<file path="src/rtl/game_pkg.sv">
// Shared screen-state encoding and default timing constants for the game top,
// the object mux and the score logic.
package game_pkg;

   typedef enum logic [2:0] {
      ST_START  = 3'd0,
      ST_PLAY   = 3'd1,
      ST_FREEZE = 3'd2,
      ST_WIN    = 3'd3,
      ST_LOSE   = 3'd4
   } screen_state_t;

   localparam int LIVES_INIT_DEF    = 3;
   localparam int FREEZE_FRAMES_DEF = 60;
   localparam int END_FRAMES_DEF    = 120;

   // States in which startOfFrame pulses advance the frame counter.
   function automatic logic is_counting(screen_state_t s);
      return (s == ST_FREEZE) || (s == ST_WIN) || (s == ST_LOSE);
   endfunction

endpackage

</file>
<file path="src/rtl/screen_sequencer_if.sv">
// Game-control bundle between the screen sequencer and the rest of the game.
// Inputs are plain pulses/levels; every output is a registered-state decode.
interface screen_sequencer_if;
   import game_pkg::*;

   logic          startOfFrame;
   logic          enterKey;
   logic          playerHit;
   logic          levelComplete;
   logic          start;
   logic          win;
   logic          lose;
   logic          playEnable;
   logic          freeze;
   logic          newGame;
   logic [1:0]    lives;
   screen_state_t state;

   modport master (
      output startOfFrame, enterKey, playerHit, levelComplete,
      input  start, win, lose, playEnable, freeze, newGame, lives, state
   );

   modport slave (
      input  startOfFrame, enterKey, playerHit, levelComplete,
      output start, win, lose, playEnable, freeze, newGame, lives, state
   );

endinterface

</file>
<file path="src/rtl/frame_counter.sv">
// 8-bit frame counter: clear has priority, increments saturate at limit.
module frame_counter (
   input  logic       clk,
   input  logic       resetN,
   input  logic       clear,
   input  logic       inc,
   input  logic [7:0] limit,
   output logic [7:0] count
);

   always_ff @(posedge clk) begin
      if (!resetN) begin
         count <= 8'd0;
      end else if (clear) begin
         count <= 8'd0;
      end else if (inc && (count < limit)) begin
         count <= count + 8'd1;
      end
   end

endmodule

</file>
<file path="src/rtl/screen_sequencer.sv">
// Game screen FSM: start / play / post-hit freeze / win / lose, with lives
// bookkeeping and a one-cycle newGame pulse when a game is launched.
module screen_sequencer
   import game_pkg::*;
#(
   parameter int LIVES_INIT    = LIVES_INIT_DEF,
   parameter int FREEZE_FRAMES = FREEZE_FRAMES_DEF,
   parameter int END_FRAMES    = END_FRAMES_DEF
) (
   input  logic               clk,
   input  logic               resetN,
   screen_sequencer_if.slave  bus
);

   localparam logic [1:0] LIVES_LOAD = 2'(LIVES_INIT);
   localparam logic [7:0] FREEZE_LIM = 8'(FREEZE_FRAMES);
   localparam logic [7:0] END_LIM    = 8'(END_FRAMES);

   screen_state_t state_q, state_d;
   logic [1:0]    lives_q, lives_d;
   logic          key_q;
   logic          new_game_q, new_game_d;
   logic [7:0]    frame_count;
   logic          key_press;
   logic          count_clear;
   logic          count_inc;
   logic [7:0]    count_limit;

   assign key_press = bus.enterKey & ~key_q;

   always_ff @(posedge clk) begin
      if (!resetN) begin
         state_q    <= ST_START;
         lives_q    <= LIVES_LOAD;
         key_q      <= 1'b1;
         new_game_q <= 1'b0;
      end else begin
         state_q    <= state_d;
         lives_q    <= lives_d;
         key_q      <= bus.enterKey;
         new_game_q <= new_game_d;
      end
   end

   always_comb begin
      state_d    = state_q;
      lives_d    = lives_q;
      new_game_d = 1'b0;
      case (state_q)
         ST_START: begin
            if (key_press) begin
               state_d    = ST_PLAY;
               lives_d    = LIVES_LOAD;
               new_game_d = 1'b1;
            end
         end
         ST_PLAY: begin
            // A simultaneous win beats the hit and leaves lives untouched.
            if (bus.levelComplete) begin
               state_d = ST_WIN;
            end else if (bus.playerHit) begin
               lives_d = lives_q - 2'd1;
               state_d = (lives_q == 2'd1) ? ST_LOSE : ST_FREEZE;
            end
         end
         ST_FREEZE: begin
            if (bus.startOfFrame && (frame_count == FREEZE_LIM - 8'd1)) begin
               state_d = ST_PLAY;
            end
         end
         ST_WIN, ST_LOSE: begin
            if (key_press && (frame_count == END_LIM)) begin
               state_d = ST_START;
            end
         end
         default: state_d = ST_START;
      endcase
   end

   // Clearing on every transition also drops a frame pulse that coincides with it.
   assign count_clear = (state_d != state_q);
   assign count_inc   = bus.startOfFrame & is_counting(state_q);
   assign count_limit = (state_q == ST_FREEZE) ? FREEZE_LIM : END_LIM;

   frame_counter u_frame_counter (
      .clk    (clk),
      .resetN (resetN),
      .clear  (count_clear),
      .inc    (count_inc),
      .limit  (count_limit),
      .count  (frame_count)
   );

   assign bus.start      = (state_q == ST_START);
   assign bus.win        = (state_q == ST_WIN);
   assign bus.lose       = (state_q == ST_LOSE);
   assign bus.playEnable = (state_q == ST_PLAY);
   assign bus.freeze     = (state_q == ST_FREEZE);
   assign bus.newGame    = new_game_q;
   assign bus.lives      = lives_q;
   assign bus.state      = state_q;

endmodule

</file>
<file path="src/flat_wrapper.sv">
// flat-port wrapper written by rule: the top's interface ports become plain ports
module screen_sequencer_flat import game_pkg::*;
#(
   parameter int LIVES_INIT    = LIVES_INIT_DEF,
   parameter int FREEZE_FRAMES = FREEZE_FRAMES_DEF,
   parameter int END_FRAMES    = END_FRAMES_DEF
)
  (clk, resetN, bus_startOfFrame, bus_enterKey, bus_playerHit, bus_levelComplete, bus_start, bus_win, bus_lose, bus_playEnable, bus_freeze, bus_newGame, bus_lives, bus_state);
  screen_sequencer_if bus_i ();
  input  logic clk;
  input  logic resetN;
  input wire logic [$bits(bus_i.startOfFrame)-1:0] bus_startOfFrame;
  input wire logic [$bits(bus_i.enterKey)-1:0] bus_enterKey;
  input wire logic [$bits(bus_i.playerHit)-1:0] bus_playerHit;
  input wire logic [$bits(bus_i.levelComplete)-1:0] bus_levelComplete;
  output wire logic [$bits(bus_i.start)-1:0] bus_start;
  output wire logic [$bits(bus_i.win)-1:0] bus_win;
  output wire logic [$bits(bus_i.lose)-1:0] bus_lose;
  output wire logic [$bits(bus_i.playEnable)-1:0] bus_playEnable;
  output wire logic [$bits(bus_i.freeze)-1:0] bus_freeze;
  output wire logic [$bits(bus_i.newGame)-1:0] bus_newGame;
  output wire logic [$bits(bus_i.lives)-1:0] bus_lives;
  output wire logic [$bits(bus_i.state)-1:0] bus_state;
  assign bus_i.startOfFrame = bus_startOfFrame;
  assign bus_i.enterKey = bus_enterKey;
  assign bus_i.playerHit = bus_playerHit;
  assign bus_i.levelComplete = bus_levelComplete;
  assign bus_start = bus_i.start;
  assign bus_win = bus_i.win;
  assign bus_lose = bus_i.lose;
  assign bus_playEnable = bus_i.playEnable;
  assign bus_freeze = bus_i.freeze;
  assign bus_newGame = bus_i.newGame;
  assign bus_lives = bus_i.lives;
  assign bus_state = bus_i.state;
  screen_sequencer #(.LIVES_INIT(LIVES_INIT), .FREEZE_FRAMES(FREEZE_FRAMES), .END_FRAMES(END_FRAMES)) u_core (.clk(clk), .resetN(resetN), .bus(bus_i));
endmodule
</file>
<file path="config.mk">
export PLATFORM = sky130hd
export DESIGN_NAME = screen_sequencer_flat
export DESIGN_NICKNAME = d
export VERILOG_FILES = /design/src/rtl/game_pkg.sv /design/src/rtl/screen_sequencer_if.sv /design/src/rtl/frame_counter.sv /design/src/rtl/screen_sequencer.sv /design/src/flat_wrapper.sv
export SDC_FILE = /design/constraint.sdc
export NUM_CORES = 1
export LEC_CHECK = 0
export BUFFER_PORTS_ARGS = -buffer_cell sky130_fd_sc_hd__buf_2
export CAP_MARGIN = 20
export CORE_AREA = 2 2 46 48
export CTS_BUF_LIST = sky130_fd_sc_hd__clkbuf_8
export CTS_CLUSTER_DIAMETER = 50
export DETAILED_ROUTE_END_ITERATION = 10
export DIE_AREA = 0 0 48 50
export PLACE_DENSITY = 0.74
export SYNTH_ARGS = -nofsm -noshare
export SYNTH_HDL_FRONTEND = slang
export SYNTH_SLANG_ARGS = --single-unit
</file>
<file path="constraint.sdc">
create_clock -name clk -period 1.9 [get_ports clk]
set_clock_uncertainty 0.1 [all_clocks]
set_input_delay 0.38 -clock clk [delete_from_list [all_inputs] [get_ports clk]]
set_output_delay 0.38 -clock clk [all_outputs]
set_load 0.05 [all_outputs]
</file>
== Yosys cells after proc, flatten, opt, wreduce, memory -nomap -nowiden ==
Index checks and enable logic that the tools add are counted.
W data, S select, Z words.

* Bits of input ports: 6
* Output and inout bits: 11
* Register bits: 15

* Multiplexer cells: 13
* Magnitude comparators: 1
* Add/subtract/negate cells: 2
* Eq/ne operators: 11
* Bitwise logic cells: 4
* Reduce and logical (&&, ||, !) cells: 11

{| class="wikitable"
|+ Operators by type and width
! cell !! count
|-
| $mux W3 || 6
|-
| $pmux W3 S4 || 1
|-
| $add A8 B1 Y8 const B || 1
|-
| $eq A8 B6 Y1 const B || 1
|-
| $eq A8 B7 Y1 const B || 1
|-
| $lt A8 B8 Y1 || 1
|-
| $mux W7 || 1
|-
| $eq A3 B2 Y1 const B || 2
|-
| $mux W2 || 3
|-
| $ne A2 B2 Y1 const B || 2
|-
| $pmux W2 S2 || 1
|-
| $reduce_and A4 Y1 || 1
|-
| $reduce_or A2 Y1 || 2
|-
| $eq A3 B1 Y1 const B || 1
|-
| $eq A3 B3 Y1 const B || 1
|-
| $logic_and A1 B1 Y1 || 3
|-
| $logic_not A3 Y1 || 1
|-
| $ne A3 B3 Y1 || 1
|-
| $and A1 B1 Y1 || 2
|-
| $eq A2 B1 Y1 const B || 1
|-
| $logic_or A1 B1 Y1 || 2
|-
| $ne A2 B1 Y1 const B || 1
|-
| $not A1 Y1 || 2
|-
| $reduce_and A2 Y1 || 1
|-
| 3 further kinds || 3
|}

== Longest topological paths before layout ==
* Word-level depth: 7
* Gate-level depth with buffers: 9
* Depth with buffers taken out: 8

== Hierarchy ==
A second synthesis with hierarchy kept.

* Cell total of the unflattened synthesis: 127
* Area total of the unflattened synthesis: 1052.3 um2

{| class="wikitable"
|+ Modules (own cells, without submodules)
! module !! sequential area each (um2) !! area an instance (um2) !! instances !! cells an instance
|-
| frame_counter || 160.2 || 588.1 || 1 || 70
|-
| screen_sequencer || 140.1 || 464.2 || 1 || 57
|}

== Least setup slack after synthesis ==
No wires, ideal clock.

* Path kind: register to register
* Start point: register u_core.state_q[2], in the netlist u_core.bus.state[2]
* End point: register u_core.u_frame_counter.count[2]
* Setup slack: -0.855 ns
* Setup time: 0.071 ns
* Data arrival time: 2.584 ns
* Path buffers: 1
* Cell stages (with the launch flop): 9
* Cell sequence: dfxtp_1 -> buf_6 -> nand2b_1 -> nor2_1 -> ha_1 -> nand4_1 -> nor2_1 -> or3_1 -> a21oi_1

* Longest elaborated chain between the ends: 5
* Elaborated cells on any way between the ends: 20
* Those cells by class: order compare: 1; eq/ne: 5; mux: 7; bitwise: 1; reduce/logical: 6

{| class="wikitable"
|+ Ends and longest elaborated chain
! what !! RTL line !! RTL
|-
| start: declaration || screen_sequencer.sv:19 || <nowiki>screen_state_t state_q, state_d;</nowiki>
|-
| start signal: assignment || screen_sequencer.sv:38 || <nowiki>state_q <= state_d;</nowiki>
|-
| $eq A3 B2 Y1 * || - ||
|-
| named net bus_freeze || flat_wrapper.sv:20 || <nowiki>output wire logic [$bits(bus_i.freeze)-1:0] bus_freeze;</nowiki>
|-
| branches (longest 4 deep; another with $lt A8 B8 Y1) || - ||
|-
| end signal: assignment || frame_counter.sv:17 || <nowiki>count <= count + 8'd1;</nowiki>
|-
| end: declaration || frame_counter.sv:8 || <nowiki>output logic [7:0] count</nowiki>
|}

Mark *: on every way through the listed nets, which the timed path passes.
A chain may end at the register's enable or synchronous reset.

== Worst setup path in the final report ==
* Start point: register u_core.state_q[2], in the netlist u_core.bus.state[2]
* End point: output port bus_win

* Longest elaborated chain between the ends: 1

{| class="wikitable"
|+ Ends and longest elaborated chain
! what !! RTL line !! RTL
|-
| $eq A3 B2 Y1 || screen_sequencer.sv:95 || <nowiki>assign bus.win = (state_q == ST_WIN);</nowiki>
|-
| end: declaration || flat_wrapper.sv:17 || <nowiki>output wire logic [$bits(bus_i.win)-1:0] bus_win;</nowiki>
|}

Every way passes these cells.

==> impl_results.md <==
- Post-synth ARST share: 0
- IO buf count: 16
- RSZ-0062 raised after global routing: false
- Inserted Diodes: 0
- CTS tree: built
- Worst-path clk slew: 0.06 ns
- Ports: 17
- P_leak: 0.437 nW
- Commonest cells after routing, fill and taps aside: buf_2, dfxtp_1, nor2_1
- CP Launch Type: flip-flop
- Layout area overhead: 25.1%
- Global route hottest layer: met2
- Antenna Nets Post-Route: 0
- Worst-skew pair later-pin latency: 0.25 ns
- R2r startpoint: u_core.bus.state[0]
- Total clock sinks: 15
- Worst min-delay path startpoint: bus_enterKey
- Worst R2R Setup Slack: 0.15 ns
- CTS H-tree lvls: 1
- Post-synth cell types: 43
- Crit path DAT: 1.35 ns
- Grt ovf: 0
- Final Hold Viols: 0
- Seq/Total Area, Yosys: 0.324
- Initial antenna violation count: 0
- Max Cap Viol: 0
- Initial Util: 0.487
- Top FF cell, synth: dfxtp_1
- Nets: 138
- PnR worst setup slack: 0.0745 ns
- Mapped Area: 926 µm²
- Power, Total: 706 µW
- Post-Synthesis Cells: 106
- Slew Limit Headroom: 0.792
- Root Driver: clkbuf_8
- EDFF count, synth: 0
- Routability Congestion: 0.800
- Min Clock Period, post-route: 1.83 ns
- Vias per Instance: 5.33
- Gates resized, CTS repair: 1
- Max IR drop VDD: 0.536 mV
- Initial DRC count: 12
- Die height: 50 µm
- Max frequency: 548 MHz
- Core Footprint: 0.00190 mm²
- Top cells by area, synth: dfxtp_1, ha_1, nor2_1, inv_1, xnor2_1
- Synthesis-stage register bit count: 15
- Hpwl dp: 1570 µm
- Post-synth net total: 116
- Syn. warnings: 0
- Synth area leader: dfxtp_1
- WL/cell: 12.7 µm
- Grt met3 use: 0.0403
- DR pass1 iterations: 5
- Syn avg cell area: 8.73 µm²
- Largest net degree at the start of global routing: 14
- Status: completed
- CTS buffer count: 3
- Yosys top cell area share: 0.324
- Max-slew violations: 0
- Met1 GRT Util: 0.225
- DR DRC count: 0
- Crit Path Class: flip-flop to output pin
- Worst path bufs/invs: 2
- Cell chain of the critical path: buf_4 -> and2b_4 -> and2_4 -> buf_6
- Postcts setup bufs: 0
- Setup crit start: u_core.bus.state[2]
- GR Layer Usage met2: 0.318
- Commonest non-fill, non-tap cell in the layout: buf_2
- Maximum root-to-sink buffer count: 2
- Die width: 48 µm
- Total GRT Usage: 0.190
- Hold Path Class: input port to flip-flop
- Layout cells sized above 1: 0.362
- # hold bufs at CTS: 0
- CP max FO: 10
- Tcrit/Tclk final: 0.961
- CP endpoint kind: output pin
- Setup TNS: 0 ns
- Vias in the first global route: 796
- Num rows: 16
- Die ar.: 0.00240 mm²
- Worst Tran Pin Value: 0.312 ns
- Power per cell area: 609 mW/mm²
- Slowest stage delay, CP: 0.34 ns
- Via count: 821
- Fillers: 178
- Wirelength, routed: 1950 µm
- First-pass GRT wire length: 3330 µm
- CP required: 1.42 ns
- Slowest-stage cell, CP: dfxtp_4
- Pre-CTS setup slack: 0.126 ns
- Cell family with most CP delay: simple AND/OR/NAND/NOR gates
- Setup violations, final: 0
synthesized netlist by cell type, types with 2 or more instances:
cell type,number
dfxtp_1,15
xnor2_1,3
nand2_1,6
nand2b_1,2
a21oi_1,4
a31oi_1,2
buf_6,2
nor3_2,2
or3_1,2
xor2_1,2
o21ai_1,2
nand3_1,5
o21ai_0,2
ha_1,4
a211oi_1,2
nor2b_1,4
nor2_1,12
inv_1,7
nand4_1,2
nor3_1,3
metrics by stage:
stage          cell area [µm²]  cells  hold slack, ns   util
3_5_place_dp              1100    150           0.395  0.577
4_1_cts                   1140    154           0.226  0.602
6_report                  1160    154           0.224  0.609
5_1_grt                   1160    154           0.232  0.609
2_1_floorplan              983    106           0.353      -
3_3_place_gp              1100    150           0.370  0.577
state kept, by name (all words and copies together) (netlist names):
register,flops
u_core.u_frame_counter.count,8
u_core.bus.state,3
u_core.bus.lives,2
u_core.bus.newGame,1
u_core.key_q,1
metal layers:
layer | vias up | share of wire
met3 | 2 | 0.036
met1 | 382 | 0.42
li1 | 418 | -
met2 | 19 | 0.53
met5 | - | 0
met4 | 0 | 0.0067
cell families (layout without fill, tap and decap cells):
group | after synthesis | in the layout | synth area share
XOR/XNOR | 5 | 5 | 0.0473
adder cells (fa/ha/maj) | 4 | 4 | 0.0541
buffers and inverters | 10 | 31 | 0.0608
AND/OR/NAND/NOR | 50 | 50 | 0.334
multiplexers | 1 | 1 | 0.0108
flip-flops | 15 | 15 | 0.324
AO/OA/AOI/OAI | 21 | 21 | 0.169
final cells by class:
class | count | area (µm²) | area share
Clock buffer | 3 | 41.3 | 0.0356
Clock inverter | 1 | 3.75 | 0.00324
Inverter | 7 | 26.3 | 0.0227
Multi-Input combinational cell | 81 | 626 | 0.540
Sequential cell | 15 | 309 | 0.267
Tap cell | 27 | 33.8 | 0.0292
Timing Repair Buffer | 20 | 119 | 0.103
final timing paths:
kind	to	cells after the start
hold / removal	u_core.key_q	2
hold reg to reg	u_core.bus.lives[1]	2
setup reg to reg	u_core.u_frame_counter.count[2]	6
setup / recovery	bus_win	4
power by group:
group          total [mW]  switching [mW]  internal (mW)
registers           0.329         0.00990          0.319
logic               0.126          0.0808         0.0456
clock network       0.250           0.107          0.143
total               0.706           0.198          0.508
(Power assumes the default switching activity.)
